`config.mk`:
```
export PLATFORM = sky130hd
export DESIGN_NAME = xor_rr_sched
export DESIGN_NICKNAME = d
export VERILOG_FILES = /design/src/rtl/xor_rr_sched.sv
export SDC_FILE = /design/constraint.sdc
export NUM_CORES = 1
export LEC_CHECK = 0
export CAP_MARGIN = 20
export CORE_UTILIZATION = 39
export CTS_CLUSTER_SIZE = 40
export DETAILED_ROUTE_END_ITERATION = 8
export PLACE_DENSITY = 0.71
export SLEW_MARGIN = 20
export SYNTH_ARGS = -nofsm -noshare
export SYNTH_HDL_FRONTEND = slang
export SYNTH_HIERARCHICAL = 1
export SYNTH_SLANG_ARGS = --single-unit
```
`constraint.sdc`:
```
create_clock -name clk -period 4.6 [get_ports clk]
set_input_delay 0.92 -clock clk [delete_from_list [all_inputs] [get_ports clk]]
set_output_delay 0.92 -clock clk [all_outputs]
set_load 0.01 [all_outputs]
```
`src/rtl/xor_rr_sched.sv`:
```
// xor_rr_sched: round-robin arbiter time-sharing one bit-serial XOR cell.
// Define XOR_SCHED_PARITY_EN to add the res_par output.

module xor_nand_cell (
    input  logic a,
    input  logic b,
    output logic y
);
    logic n0;
    logic n1;
    logic n2;

    assign n0 = ~(a & b);
    assign n1 = ~(a & n0);
    assign n2 = ~(b & n0);
    assign y  = ~(n1 & n2);
endmodule

module xor_rr_sched #(
    parameter  int NREQ = 4,
    parameter  int W    = 8,
    localparam int IDW  = (NREQ > 1) ? $clog2(NREQ) : 1
) (
    input  logic              clk,
    input  logic              rst,
    input  logic [NREQ-1:0]   req,
    input  logic [NREQ*W-1:0] op_a,
    input  logic [NREQ*W-1:0] op_b,
    output logic [NREQ-1:0]   gnt,
    output logic              busy,
    output logic [W-1:0]      res,
    output logic [IDW-1:0]    res_id,
    output logic              res_valid
`ifdef XOR_SCHED_PARITY_EN
    ,
    output logic              res_par
`endif
);
    localparam int CW = (W > 1) ? $clog2(W) : 1;

    typedef enum logic [1:0] {
        IDLE,
        BUSY,
        DONE
    } state_t;

    state_t         state;
    logic [W-1:0]   sa;
    logic [W-1:0]   sb;
    logic [W-1:0]   sr;
    logic [CW-1:0]  cnt;
    logic [IDW-1:0] sel;
    logic [IDW-1:0] last;
    logic [IDW-1:0] pick;
    logic [IDW-1:0] idx;
    logic           found;
    logic           xbit;
    logic [W:0]     sr_cat;
    logic [W-1:0]   sr_nxt;
    logic [W-1:0]   av [NREQ];
    logic [W-1:0]   bv [NREQ];
`ifdef XOR_SCHED_PARITY_EN
    logic           pacc;
`endif

    xor_nand_cell u_cell (
        .a (sa[0]),
        .b (sb[0]),
        .y (xbit)
    );

    // New bit enters at the MSB so the LSB-first stream lands in order.
    assign sr_cat = {xbit, sr};
    assign sr_nxt = sr_cat[W:1];

    // Unpack the flat operand buses into per-requester words.
    always_comb begin
        for (int i = 0; i < NREQ; i++) begin
            av[i] = op_a[i*W +: W];
            bv[i] = op_b[i*W +: W];
        end
    end

    // Round-robin pick: first request above the last grant, wrapping.
    always_comb begin
        pick  = '0;
        idx   = '0;
        found = 1'b0;
        for (int k = 1; k <= NREQ; k++) begin
            idx = IDW'((int'(last) + k) % NREQ);
            if (!found && req[idx]) begin
                found = 1'b1;
                pick  = idx;
            end
        end
    end

    // Sequencer: arbitrate in IDLE, shift W bits in BUSY, publish in DONE.
    always_ff @(posedge clk) begin
        if (rst) begin
            state     <= IDLE;
            sa        <= '0;
            sb        <= '0;
            sr        <= '0;
            cnt       <= '0;
            sel       <= '0;
            last      <= IDW'(NREQ - 1);
            gnt       <= '0;
            busy      <= 1'b0;
            res       <= '0;
            res_id    <= '0;
            res_valid <= 1'b0;
`ifdef XOR_SCHED_PARITY_EN
            pacc      <= 1'b0;
            res_par   <= 1'b0;
`endif
        end else begin
            gnt       <= '0;
            res_valid <= 1'b0;
            unique case (state)
                IDLE: begin
                    if (found) begin
                        sa        <= av[pick];
                        sb        <= bv[pick];
                        sr        <= '0;
                        cnt       <= CW'(W - 1);
                        sel       <= pick;
                        last      <= pick;
                        gnt[pick] <= 1'b1;
                        busy      <= 1'b1;
                        state     <= BUSY;
`ifdef XOR_SCHED_PARITY_EN
                        pacc      <= 1'b0;
`endif
                    end
                end
                BUSY: begin
                    sa  <= sa >> 1;
                    sb  <= sb >> 1;
                    sr  <= sr_nxt;
                    cnt <= cnt - 1'b1;
`ifdef XOR_SCHED_PARITY_EN
                    pacc <= pacc ^ xbit;
`endif
                    if (cnt == '0) begin
                        res       <= sr_nxt;
                        res_id    <= sel;
                        res_valid <= 1'b1;
                        state     <= DONE;
`ifdef XOR_SCHED_PARITY_EN
                        res_par   <= pacc ^ xbit;
`endif
                    end
                end
                DONE: begin
                    state <= IDLE;
                    busy  <= 1'b0;
                end
                default: begin
                    state <= IDLE;
                    busy  <= 1'b0;
                end
            endcase
        end
    end
endmodule

```
# [Word-level counts from Yosys, hierarchy flattened]
# Cells that the tools add are included.
[word_totals] ff_bits=49 input_bits=70 out_inout_bits=16 elab_cells=94
[op_classes] add_sub_neg=5 magnitude_cmp=7 n_eq_ne=3 mux=38 n_bitwise=12 n_reduce_logical=17
[op_table] op="8-bit two-way mux" count=7
[op_table] op="8-bit case mux with 2 select lines" count=3
[op_table] op="8-bit binary-select mux with 2-bit select" count=2
[op_table] op="2-bit by 3-bit less-than comparator with 1-bit output, second input constant" count=5
[op_table] op="2-bit two-way mux" count=6
[op_table] op="1-bit two-way mux" count=11
[op_table] op="2-bit AND reduction" count=5
[op_table] op="1-bit binary-select mux with 2-bit select" count=4
[op_table] op="1-bit NOT" count=7
[op_table] op="3-bit case mux with 2 select lines" count=1
[op_table] op="2-bit by 1-bit adder with 2-bit output, second input constant" count=2
[op_table] op="2-bit adder, second input constant" count=2
[op_table] op="1-bit AND" count=4
[op_table] op="1-bit logical AND" count=4
[op_table] op="2-bit inequality test, second input constant" count=2
[op_table] op="2-bit case mux with 2 select lines" count=1
[op_table] op="3-bit greater-or-equal comparator, second input constant" count=1
[op_table] op="1-bit logical NOT" count=3
[op_table] op="3-bit logical NOT" count=1
[op_table] op="3-bit two-way mux" count=1
[op_table] op="2-bit NOT with 3-bit output" count=1
[op_table] op="3-bit OR reduction" count=1
[op_table] op="3-bit by 1-bit subtractor with 3-bit output, second input constant" count=1
[op_table] op="1-bit demux with 2-bit select" count=1
[op_table] op="other kinds (6)" count=6

# [Logic depth before layout (Yosys ltp)]
# Gate-level depths: netlist of the first run.
[logic_depth] word_depth=19 ltp_mapped=7 ltp_nobuf=6

# [By module]
# Netlist of the first run, hierarchy kept.
[modules_own_cells] module="xor_rr_sched" n_inst=1 cells_each=254 area_per_inst_um2=2441.1
[modules_own_cells] module="xor_nand_cell" n_inst=1 cells_each=1 area_per_inst_um2=8.8

# [Worst setup path after synthesis of the first run]
# No wires, ideal clock.
[synth_path] path_kind="input -> register" from="input req[1]" to="register sa[0]" setup_ps=79 arrival_ps=2009 required_time_ps=4521 setup_slack_ps=2513 stages=7 n_path_buf=2 path_cell_list="nor4_2 a21o_1 buf_6 buf_8 a22oi_1 or2_1 o221ai_2"
[synth_via] elab_chain_len=18 elab_cells_between_ends=30 cone_classes="eq/ne (1); mux (21); bitwise (1); reduce/logical (7)"
[synth_rtl] item="start, declared" line_no="26" source="input logic [NREQ-1:0] req,"
[synth_rtl] item="1-bit binary-select mux with 2-bit select" line_no="91" source="if (!found && req[idx]) begin"
[synth_rtl] item="1-bit two-way mux (implied by the code)" line_no="91"
[synth_rtl] item="1-bit two-way mux" line_no="91"
[synth_rtl] item="1-bit logical NOT" line_no="91"
[synth_rtl] item="1-bit logical AND" line_no="91"
[synth_rtl] item="1-bit two-way mux" line_no="91"
[synth_rtl] item="1-bit logical NOT" line_no="91"
[synth_rtl] item="1-bit logical AND" line_no="91"
[synth_rtl] item="1-bit two-way mux" line_no="91"
[synth_rtl] item="1-bit logical NOT" line_no="91"
[synth_rtl] item="1-bit logical AND" line_no="91"
[synth_rtl] item="2-bit two-way mux" line_no="91"
[synth_rtl] item="2-bit NOT with 3-bit output (implied by the code)" line_no="123" source="sa <= av[pick];"
[synth_rtl] item="8-bit binary-select mux with 2-bit select" line_no="123"
[synth_rtl] item="8-bit two-way mux (implied by the code) (2 in a row)" line_no="123"
[synth_rtl] item="8-bit two-way mux" line_no="122" source="if (found) begin"
[synth_rtl] item="8-bit case mux with 2 select lines" line_no="120" source="unique case (state)"
[synth_rtl] item="end signal, assigned" line_no="123"
[synth_rtl] item="end signal, assigned" line_no="138" source="sa <= sa >> 1;"
[synth_rtl] item="end, declared" line_no="48" source="logic [W-1:0] sa;"
# Parallel ways exist; a longest one is shown, timed or not. The select of a mux whose other input is x is not followed.
# A chain may end at the register's enable or synchronous reset.

# [Final worst setup path of the first run]
[layout_path] from="input req[2]" to="register sb[4]"
[layout_via] elab_chain_len=18 elab_cells_between_ends=30 cone_classes="eq/ne (1); mux (21); bitwise (1); reduce/logical (7)"
[layout_rtl] item="1-bit binary-select mux with 2-bit select" line_no="91"
[layout_rtl] item="1-bit two-way mux (implied by the code)" line_no="91"
[layout_rtl] item="1-bit two-way mux" line_no="91"
[layout_rtl] item="1-bit logical NOT" line_no="91"
[layout_rtl] item="1-bit logical AND" line_no="91"
[layout_rtl] item="1-bit two-way mux" line_no="91"
[layout_rtl] item="1-bit logical NOT" line_no="91"
[layout_rtl] item="1-bit logical AND" line_no="91"
[layout_rtl] item="1-bit two-way mux" line_no="91"
[layout_rtl] item="1-bit logical NOT" line_no="91"
[layout_rtl] item="1-bit logical AND" line_no="91"
[layout_rtl] item="2-bit two-way mux" line_no="91"
[layout_rtl] item="2-bit NOT with 3-bit output (implied by the code)" line_no="124" source="sb <= bv[pick];"
[layout_rtl] item="8-bit binary-select mux with 2-bit select" line_no="124"
[layout_rtl] item="8-bit two-way mux (implied by the code) (2 in a row)" line_no="124"
[layout_rtl] item="8-bit two-way mux" line_no="122"
[layout_rtl] item="8-bit case mux with 2 select lines" line_no="120"
[layout_rtl] item="end signal, assigned" line_no="124"
[layout_rtl] item="end signal, assigned" line_no="139" source="sb <= sb >> 1;"
[layout_rtl] item="end, declared" line_no="49" source="logic [W-1:0] sb;"
# Parallel ways exist; a longest one is shown, timed or not. The select of a mux whose other input is x is not followed.

==> metrics.txt, run 1 <==
Hold Startpoint res[3]; TritonCTS Sinks 48; Ant. Diodes 0; gr usage total 16.87%; WL final 5.214 mm; post-synth top area cell dfxtp_1; layout cells sized above 1 9.009%; routability congestion estimate 0.7405; number of post-CTS setup repair buffers 0; post-DR wirelength/cell 12.78 um; Async SR Flop Fraction 0%; first-pass GRT wire length 8.714 mm; Final TNS setup 0 ns; Setup crit start req[2]; Rows 28; post-synthesis area per instance 9.607 um2; largest net degree at the start of global routing 45; TritonRoute pass-1 iters 4; largest family of logic cells by synthesized area compound AO/OA/AOI/OAI gates; DP HPWL 3.813 mm; Overflow after GRT 0; total power 1.069 mW; compound-cell area share of the yosys netlist 20.74%; Pleak 1.222 nW; crit path DAT 3.14 ns; PwrDens 317.1 nW/um2; Synth cell types 38; initial antenna violation count 0; cell area after synthesis 2450 um2; via count 2,110; fmax 334.5 MHz; Setup crit end kind register; Residual DRC 0; Final setup viols 0; Main synth FF type dfxtp_1; H-tree lvl count 2; internal power 0.7706 mW; Die Span Y 81.26 um; nets 404; RSZ-0062 raised after global routing false; Sw Pwr 0.2983 mW; Layout area overhead 37.59%; multiplexer share of the synthesized area 13.53%; CTS resizes 0; Fillers 580; cts hold-fix bufs 0; Crit Path Class input port to register; Crit-path slowest cell o21ai_4; port buffer count 85; Mapped Cells 255; Post-synth EDFFs 0; Die Span X 81.26 um; antenna viol nets, final 0; via/cell ratio 5.172; Worst-Margin Slew 0.9351 ns; Min-Delay Path Class register to register; max-capacitance violation count 0; Synth Area in Simple Gates 18.08%; count leader, synth dfxtp_1; Clock transition at path regs 0.09 ns; register area share after synthesis 39.22%; Slew Viols, Final 0; Crit Path Max Fanout 21; Core Region 5991 um2; Flop pwr share 45.4%; Max VDD drop 0.0001492 V; Fin. Hold Viols 0; hold slack 0.4564 ns; area share of the largest cell type after synthesis 39.22%; Clock Latency Late Sink 0.30 ns; most frequent cells after synthesis 48 x dfxtp_1, 32 x mux2i_1, 29 x nand2_1; combinational share of power 26.6%; Final period util 65.00%; cells along the critical path clkdlybuf4s50_1, nand2b_1, a21boi_1, o21ai_4, buf_4, mux2i_1, o221ai_1; #FFs+latches synth 48; Net Sw Frac 27.90%; Synth Net Count 327; worst clock skew 0.008045 ns; synth warn 6; worst-case clock buffer depth 2; headroom to the max-slew limit 37.66%; CTS tree built; outcome finished, final reports clean; Critical Path RT 4.75 ns; Clock power frac 28.0%; max incr delay on CP 0.63 ns; r2r startpoint last[1]; I/O Pins 86; 1st-iter DRT viols 87; clock buffer count from CTS 5; post-synthesis adder-cell area fraction 1.021%; fin crit period 2.990 ns; top area cells in the synthesized netlist dfxtp_1 39%, mux2i_1 13%, o221ai_2 6.1%, a21oi_1 4.5%, nand2_1 4.4%; area share of xor/xnor cells in the synthesized design 0.3575%; Initial Utilization 40.89%; die area 6602 um2; Startpoint Class input port; CTS root buf clkbuf_8; vias in the first global route 1,970
==> flip-flops by register name (all words and copies together), names as in the netlist <==
register and cells:
busy 1, cnt 3, gnt 4, last 2, res 8, res_id 2
res_valid 1, sa 8, sb 8, sel 2, sr 7, state 2
==> per-layer routing <==
metal  up-vias  wire [um]  GRT usage (%)
met5         -          0              0
met3         5        223          2.809
li1       1073          -              -
met1       982       2285          19.99
met2        50       2641          30.76
met4         0         64          5.179
==> logic make-up (layout without fill, tap and decap cells) <==
group,count (synthesis),in the layout
simple gates,89,89
xor+xnor,1,1
compound gates,61,61
mux,33,33
fa+ha+maj,2,2
flops,48,48
buf+inv,21,99
==> per-stage QoR <==
stage	instances	cell area, um2	setup slack [ns]	utilization [%]
after global routing	408	3371	1.422	56.27
after detailed placement	400	3263	1.266	54.47
after floorplan	255	2450	2.513	-
final	408	3371	1.610	56.27
after CTS	408	3371	1.596	56.27
after global placement	400	3263	1.353	54.47
==> area by class of cell <==
cell class	instances	area [um2]	share of cell area [%]
multi-input cells	186	1324	39.27
inverters	3	11.26	0.3341
clock inverters	2	35.03	1.039
repair buffers	88	873.3	25.91
flip-flops and latches	48	960.9	28.51
well taps	75	93.84	2.784
clock buffers	6	72.57	2.153
==> layout by cell type (no fill, tap or decap), types with 2 or more instances in the layout <==
| cell | instances |
|---|---|
| a21oi_1 | 22 |
| a22oi_1 | 14 |
| buf_4 | 3 |
| clkbuf_8 | 5 |
| clkdlybuf4s50_1 | 85 |
| dfxtp_1 | 48 |
| ha_1 | 2 |
| inv_1 | 3 |
| mux2i_1 | 32 |
| nand2_1 | 29 |
| nand2b_1 | 6 |
| nand3_1 | 9 |
| nor2_1 | 17 |
| nor2b_1 | 4 |
| nor3_1 | 3 |
| nor4_2 | 2 |
| o221ai_1 | 5 |
| o221ai_2 | 10 |
| or2_1 | 14 |
| or2_2 | 2 |
==> critical path: cells and delay by family <==
| family | cells | cell delay, ns |
|---|---|---|
| and+or+nand+nor | 1 | 0.18 |
| buffers and inverters | 2 | 0.87 |
| muxes | 1 | 0.25 |
| AOI/OAI and AO/OA | 3 | 0.91 |
==> path summary, 6_finish.rpt <==
check | endpoint | slack (ns) | cells after the start
worst max-delay path | sb[4] | 1.61 | 7
worst min-delay path | res[3] | 0.46 | 2
worst max register to register | sb[4] | 2.35 | 6
worst min register to register | res[3] | 0.46 | 2
==> power by group through the flow <==
| stage | clock (mW) | sequential, mW | combinational, mW |
|---|---|---|---|
| 2_1_floorplan | 0 | 0.491 | 0.208 |
| 3_3_place_gp | 0 | 0.495 | 0.283 |
| 3_5_place_dp | 0 | 0.495 | 0.287 |
| 4_1_cts | 0.306 | 0.486 | 0.287 |
| 5_1_grt | 0.324 | 0.492 | 0.314 |
| 6_report | 0.299 | 0.486 | 0.284 |
Power figures use the tool's default switching activity.
==> run 2, diff against run 1 <==
==> constraint.sdc (replaced) <==
create_clock -name clk -period 2.9 [get_ports clk]
set_input_delay 0.58 -clock clk [delete_from_list [all_inputs] [get_ports clk]]
set_output_delay 0.58 -clock clk [all_outputs]
set_load 0.01 [all_outputs]
==> run 2 against run 1 <==
- sequential power rose by 59%
- largest power group unchanged
- worst setup slack got worse by 1.1 ns
- largest cell class unchanged
- utilization hardly changed
- highest routed layer unchanged
- first-iteration DRC count up 68%
- clock-buffer cell count stayed put
==> metrics.txt, run 2 (synthesis gave the netlist of run 1 again) <==
Clock Latency Late Sink 0.30 ns (about the same); Crit Path Class input port to register; TritonCTS Sinks 48 (unchanged); Overflow after GRT 0 (unchanged); CTS tree built; Die Span X 81.26 um (unchanged); layout cells sized above 1 9.281% (+0.27 points); Pleak 1.221 nW (about the same); WL final 5.513 mm (+5.7%); Startpoint Class input port; first-pass GRT wire length 9.390 mm (+7.8%); initial antenna violation count 0 (unchanged); I/O Pins 86 (unchanged); worst-case clock buffer depth 2 (unchanged); Worst-Margin Slew 0.6691 ns (-0.2660 ns); worst clock skew 0.004548 ns (-0.003497 ns); post-DR wirelength/cell 13.48 um (+5.5%); max-capacitance violation count 0 (unchanged); Clock transition at path regs 0.08 ns (about the same); CTS resizes 0 (unchanged); Rows 28 (unchanged); Layout area overhead 37.49% (about the same); total power 1.618 mW (+51%); fmax 427.1 MHz; Min-Delay Path Class register to register; DP HPWL 3.980 mm (+4.4%); Crit Path Max Fanout 17 (-19%); CTS root buf clkbuf_8; 1st-iter DRT viols 146 (+68%); fin crit period 2.342 ns; Fillers 581 (+0.17%); gr usage total 18.34% (+1.5 points); Slew Viols, Final 0 (unchanged); Final TNS setup 0 ns (unchanged); hold slack 0.4571 ns (+0.0007020 ns); die area 6602 um2 (unchanged); Final period util 80.74%; TritonRoute pass-1 iters 4 (unchanged); Setup crit end kind register; antenna viol nets, final 0 (unchanged); PwrDens 480.3 nW/um2 (+51%); nets 406 (+0.50%); outcome finished, final reports clean; Residual DRC 0 (unchanged); Critical Path RT 3.11 ns (-1.64 ns); Fin. Hold Viols 0 (unchanged); Ant. Diodes 0 (unchanged); clock buffer count from CTS 5 (unchanged); Final setup viols 0 (unchanged); crit path DAT 2.55 ns (-0.59 ns); largest net degree at the start of global routing 44 (-2.2%); Die Span Y 81.26 um (unchanged); number of post-CTS setup repair buffers 0 (unchanged); Top Registers res: 8 flops, sa: 8 flops, sb: 8 flops; cts hold-fix bufs 0 (unchanged); Core Region 5991 um2 (unchanged); most frequent cells in the layout 85 x clkdlybuf4s50_1, 48 x dfxtp_1, 32 x mux2i_1, 29 x nand2_1, 22 x a21oi_1; RSZ-0062 raised after global routing false; via/cell ratio 5.183 (+0.23%); vias in the first global route 2,019 (+2.5%); Initial Utilization 40.89% (unchanged); most common cell after layout, fill and taps aside clkdlybuf4s50_1; H-tree lvl count 2 (unchanged); Max VDD drop 0.0002247 V (+51%); headroom to the max-slew limit 55.23% (+18 points); via count 2,120 (+0.47%); routability congestion estimate 0.7785 (+5.1%); port buffer count 85 (unchanged)
## run 2: cell types whose count changed in the layout (fill, tap and decap cells not counted), sizes merged
cell	change
buf	+2
bufinv	-1
## run 2: area by class of cell
class,count,area (um2),share of cell area [%]
Tap cell,75,93.84,2.786
Clock buffer,6,72.57,2.155
Multi-Input combinational cell,186,1324,39.30
Timing Repair Buffer,90,900.9,26.75
Inverter,3,11.26,0.3343
Sequential cell,48,960.9,28.53
Clock inverter,1,5.005,0.1486
## run 2: worst max-delay path, stage by stage
cell,delay [ns]
clkdlybuf4s50_1,0.47
nor4_2,0.53
a21o_1,0.54
a22oi_1,0.11
or2_1,0.25
o221ai_1,0.07
## run 2: layer usage
layer | vias up | routed length, um | global-route usage (%)
met4 | 0 | 87 | 5.536
met3 | 9 | 234 | 3.258
met5 | - | 0 | 0
li1 | 1074 | - | -
met2 | 54 | 2664 | 31.85
met1 | 983 | 2526 | 22.92
## run 2: stage by stage
stage	cell area [um2]	instances	util (%)	setup slack, ns
detailed placement	3291	402	54.93	0.2489
global placement	3291	402	54.93	0.2880
CTS	3368	409	56.22	0.5533
finish	3368	409	56.22	0.5585
floorplan	2450	255	-	1.153
global route	3368	409	56.22	0.3901
## run 2: final timing paths
check	slack [ns]	cells after the start	end	startpoint
setup / recovery	0.56	6	sb[2]	req[1]
hold / removal	0.46	2	res[1]	res[1]
setup reg to reg	1.08	6	sa[6]	last[1]
hold reg to reg	0.46	2	res[1]	res[1]
## run 2: power breakdown
| group | internal, mW | switching [mW] | leakage, nW | total, mW |
|---|---|---|---|---|
| registers | 0.727 | 0.0440 | 0.393 | 0.771 |
| clock network | 0.164 | 0.214 | 0.0410 | 0.379 |
| logic | 0.248 | 0.220 | 0.787 | 0.468 |
| total | 1.14 | 0.478 | 1.22 | 1.62 |
==> run 3, diff against run 2 <==
--- a/config.mk
+++ b/config.mk
@@ -9,7 +9,7 @@
 export CORE_UTILIZATION = 39
 export CTS_CLUSTER_SIZE = 40
 export DETAILED_ROUTE_END_ITERATION = 8
-export PLACE_DENSITY = 0.71
+export PLACE_DENSITY = 0.74
 export SLEW_MARGIN = 20
 export SYNTH_ARGS = -nofsm -noshare
 export SYNTH_HDL_FRONTEND = slang
==> constraint.sdc (replaced) <==
create_clock -name clk -period 1.9 [get_ports clk]
set_input_delay 0.38 -clock clk [delete_from_list [all_inputs] [get_ports clk]]
set_output_delay 0.38 -clock clk [all_outputs]
set_load 0.01 [all_outputs]
==> run 3 against run 2 <==
- via count grew 1.7%
- largest cell class unchanged
- design area grew 6.2%
- highest routed layer unchanged
- largest power group unchanged
- clock skew is essentially flat
- the flow now finishes with violations (negative setup slack)
- register-to-register slack lost 0.90 ns
==> metrics.txt, run 3 (synthesis gave the netlist of run 1 again) <==
violated checks negative setup slack; worst clock skew 0.004951 ns (+0.0004031 ns); port buffer count 85 (unchanged); CTS root buf clkbuf_8; fin crit period 1.908 ns; 1st-iter DRT viols 116 (-21%); outcome complete, but fails checks; cells along the critical path clkdlybuf4s50_1, nand2b_1, a21boi_2, o21ai_4, buf_4, buf_12, mux2i_1, o221ai_2; vias in the first global route 2,055 (+1.8%); fmax 524.0 MHz; Slew Viols, Final 0 (unchanged); TritonRoute pass-1 iters 4 (unchanged); Crit Path Max Fanout 13 (-4); nets 419 (+3.2%); I/O Pins 86 (unchanged); Worst-Margin Slew 0.4486 ns (-0.2205 ns); Clock transition at path regs 0.09 ns (about the same); crit path DAT 2.10 ns (-0.45 ns); Crit-path slowest cell clkdlybuf4s50_1; Pleak 1.339 nW (+9.7%); Die Span X 81.26 um (unchanged); Initial Utilization 40.89% (unchanged); Startpoint Class input port; die area 6602 um2 (unchanged); TritonCTS Sinks 48 (unchanged); routability congestion estimate 0.7574 (-2.7%); Min-Delay Path Class register to register; Setup crit end kind register; max-capacitance violation count 0 (unchanged); R2R Setup Slk 0.18 ns (-0.90 ns); Die Span Y 81.26 um (unchanged); Top Registers res: 8 flops, sa: 8 flops, sb: 8 flops; initial antenna violation count 0 (unchanged); WL final 5.636 mm (+2.2%); RSZ-0062 raised after global routing true; Core Region 5991 um2 (unchanged); first-pass GRT wire length 9.266 mm (-1.3%); max incr delay on CP 0.48 ns (-0.06 ns); CTS tree built; most common cell after layout, fill and taps aside clkdlybuf4s50_1; most frequent cells in the layout 83 x clkdlybuf4s50_1, 48 x dfxtp_1, 31 x mux2i_1, 29 x nand2_1, 22 x a21oi_1; PwrDens 759.9 nW/um2 (+58%); Layout area overhead 45.97%; via count 2,157 (+1.7%); Ant. Diodes 0 (unchanged); gr usage total 18.28% (-0.056 points); cts hold-fix bufs 0 (unchanged); Fin. Hold Viols 0 (unchanged); via/cell ratio 5.099 (-1.6%); Clock Latency Late Sink 0.30 ns (about the same); Crit Path Class input port to register; Max VDD drop 0.0003957 V (+76%); Residual DRC 0 (unchanged); antenna viol nets, final 0 (unchanged); Fillers 522 (-10%); Critical Path RT 2.09 ns (-1.02 ns); Final period util 100.4%; clock buffer count from CTS 5 (unchanged); DP HPWL 3.977 mm (about the same); post-DR wirelength/cell 13.32 um (-1.2%); Rows 28 (unchanged); headroom to the max-slew limit 69.86% (+15 points); Final WS setup -0.008337 ns (-0.5668 ns); largest net degree at the start of global routing 44 (unchanged); layout cells sized above 1 13.79% (+4.5 points); total power 2.717 mW (+68%); H-tree lvl count 2 (unchanged); Final TNS setup -0.008337 ns (-0.008337 ns); worst-case clock buffer depth 2 (unchanged); Final setup viols 1 (+1); Overflow after GRT 0 (unchanged)
## run 3: changes by cell type in the layout (fill, tap and decap cells not counted), sizes merged
| cell | delta |
|---|---|
| dlymetal6s2s | +2 |
| clkinvlp | +1 |
| buf | +12 |
| clkdlybuf4s50 | -2 |
| bufinv | +1 |
## run 3: path summary, 6_finish.rpt
path                              start  endpoint  cells past startpoint
worst max register to register  last[1]     sa[7]                      7
worst max-delay path             req[2]     sa[7]                      8
worst min register to register   res[3]    res[3]                      2
worst min-delay path             res[3]    res[3]                      2
## run 3: through the flow
step | setup slack [ns] | cells | hold WS [ns] | utilization, % | instance area (um2)
detailed placement | -0.2606 | 412 | 0.4471 | 56.81 | 3403
floorplan | 0.3526 | 255 | 0.4321 | - | 2450
finish | -0.008337 | 423 | 0.4581 | 59.69 | 3576
global route | -0.07463 | 423 | 0.4727 | 59.69 | 3576
global placement | -0.2216 | 412 | 0.4427 | 56.81 | 3403
CTS | 0.06180 | 420 | 0.4593 | 58.67 | 3515
## run 3: cell type report
cell class                 count  area, um2  share of cell area [%]
timing repair buffer         103       1059                   29.60
clock buffer                   5      68.82                   1.924
inverter                       3      11.26                  0.3149
multi-input combinational    186       1340                   37.47
sequential                    48      960.9                   26.87
clock inverter                 3      42.54                   1.190
tap                           75      93.84                   2.624
## run 3: layer usage
| metal | vias to the layer above | wire, um | global-route usage, % |
|---|---|---|---|
| met1 | 991 | 2557 | 22.79 |
| met5 | - | 0 | 0 |
| met2 | 59 | 2711 | 30.50 |
| li1 | 1095 | - | - |
| met4 | 0 | 140 | 7.500 |
| met3 | 12 | 227 | 3.820 |
## run 3: critical path: cells and delay by family
kind / cells / cell delay [ns]
compound gates: 3 / 0.45
buf+inv: 3 / 0.76
mux: 1 / 0.30
simple gates: 1 / 0.19
## run 3: power breakdown
group / leakage [nW] / internal (mW) / switching, mW
registers: 0.393 / 1.11 / 0.0692
logic: 0.891 / 0.449 / 0.357
clock network: 0.0541 / 0.389 / 0.342
## run 3: repair_timing
item	4_1_cts	5_1_grt
setup endpoints to repair	0	14
buffers inserted	0	2
gates resized for setup	0	5
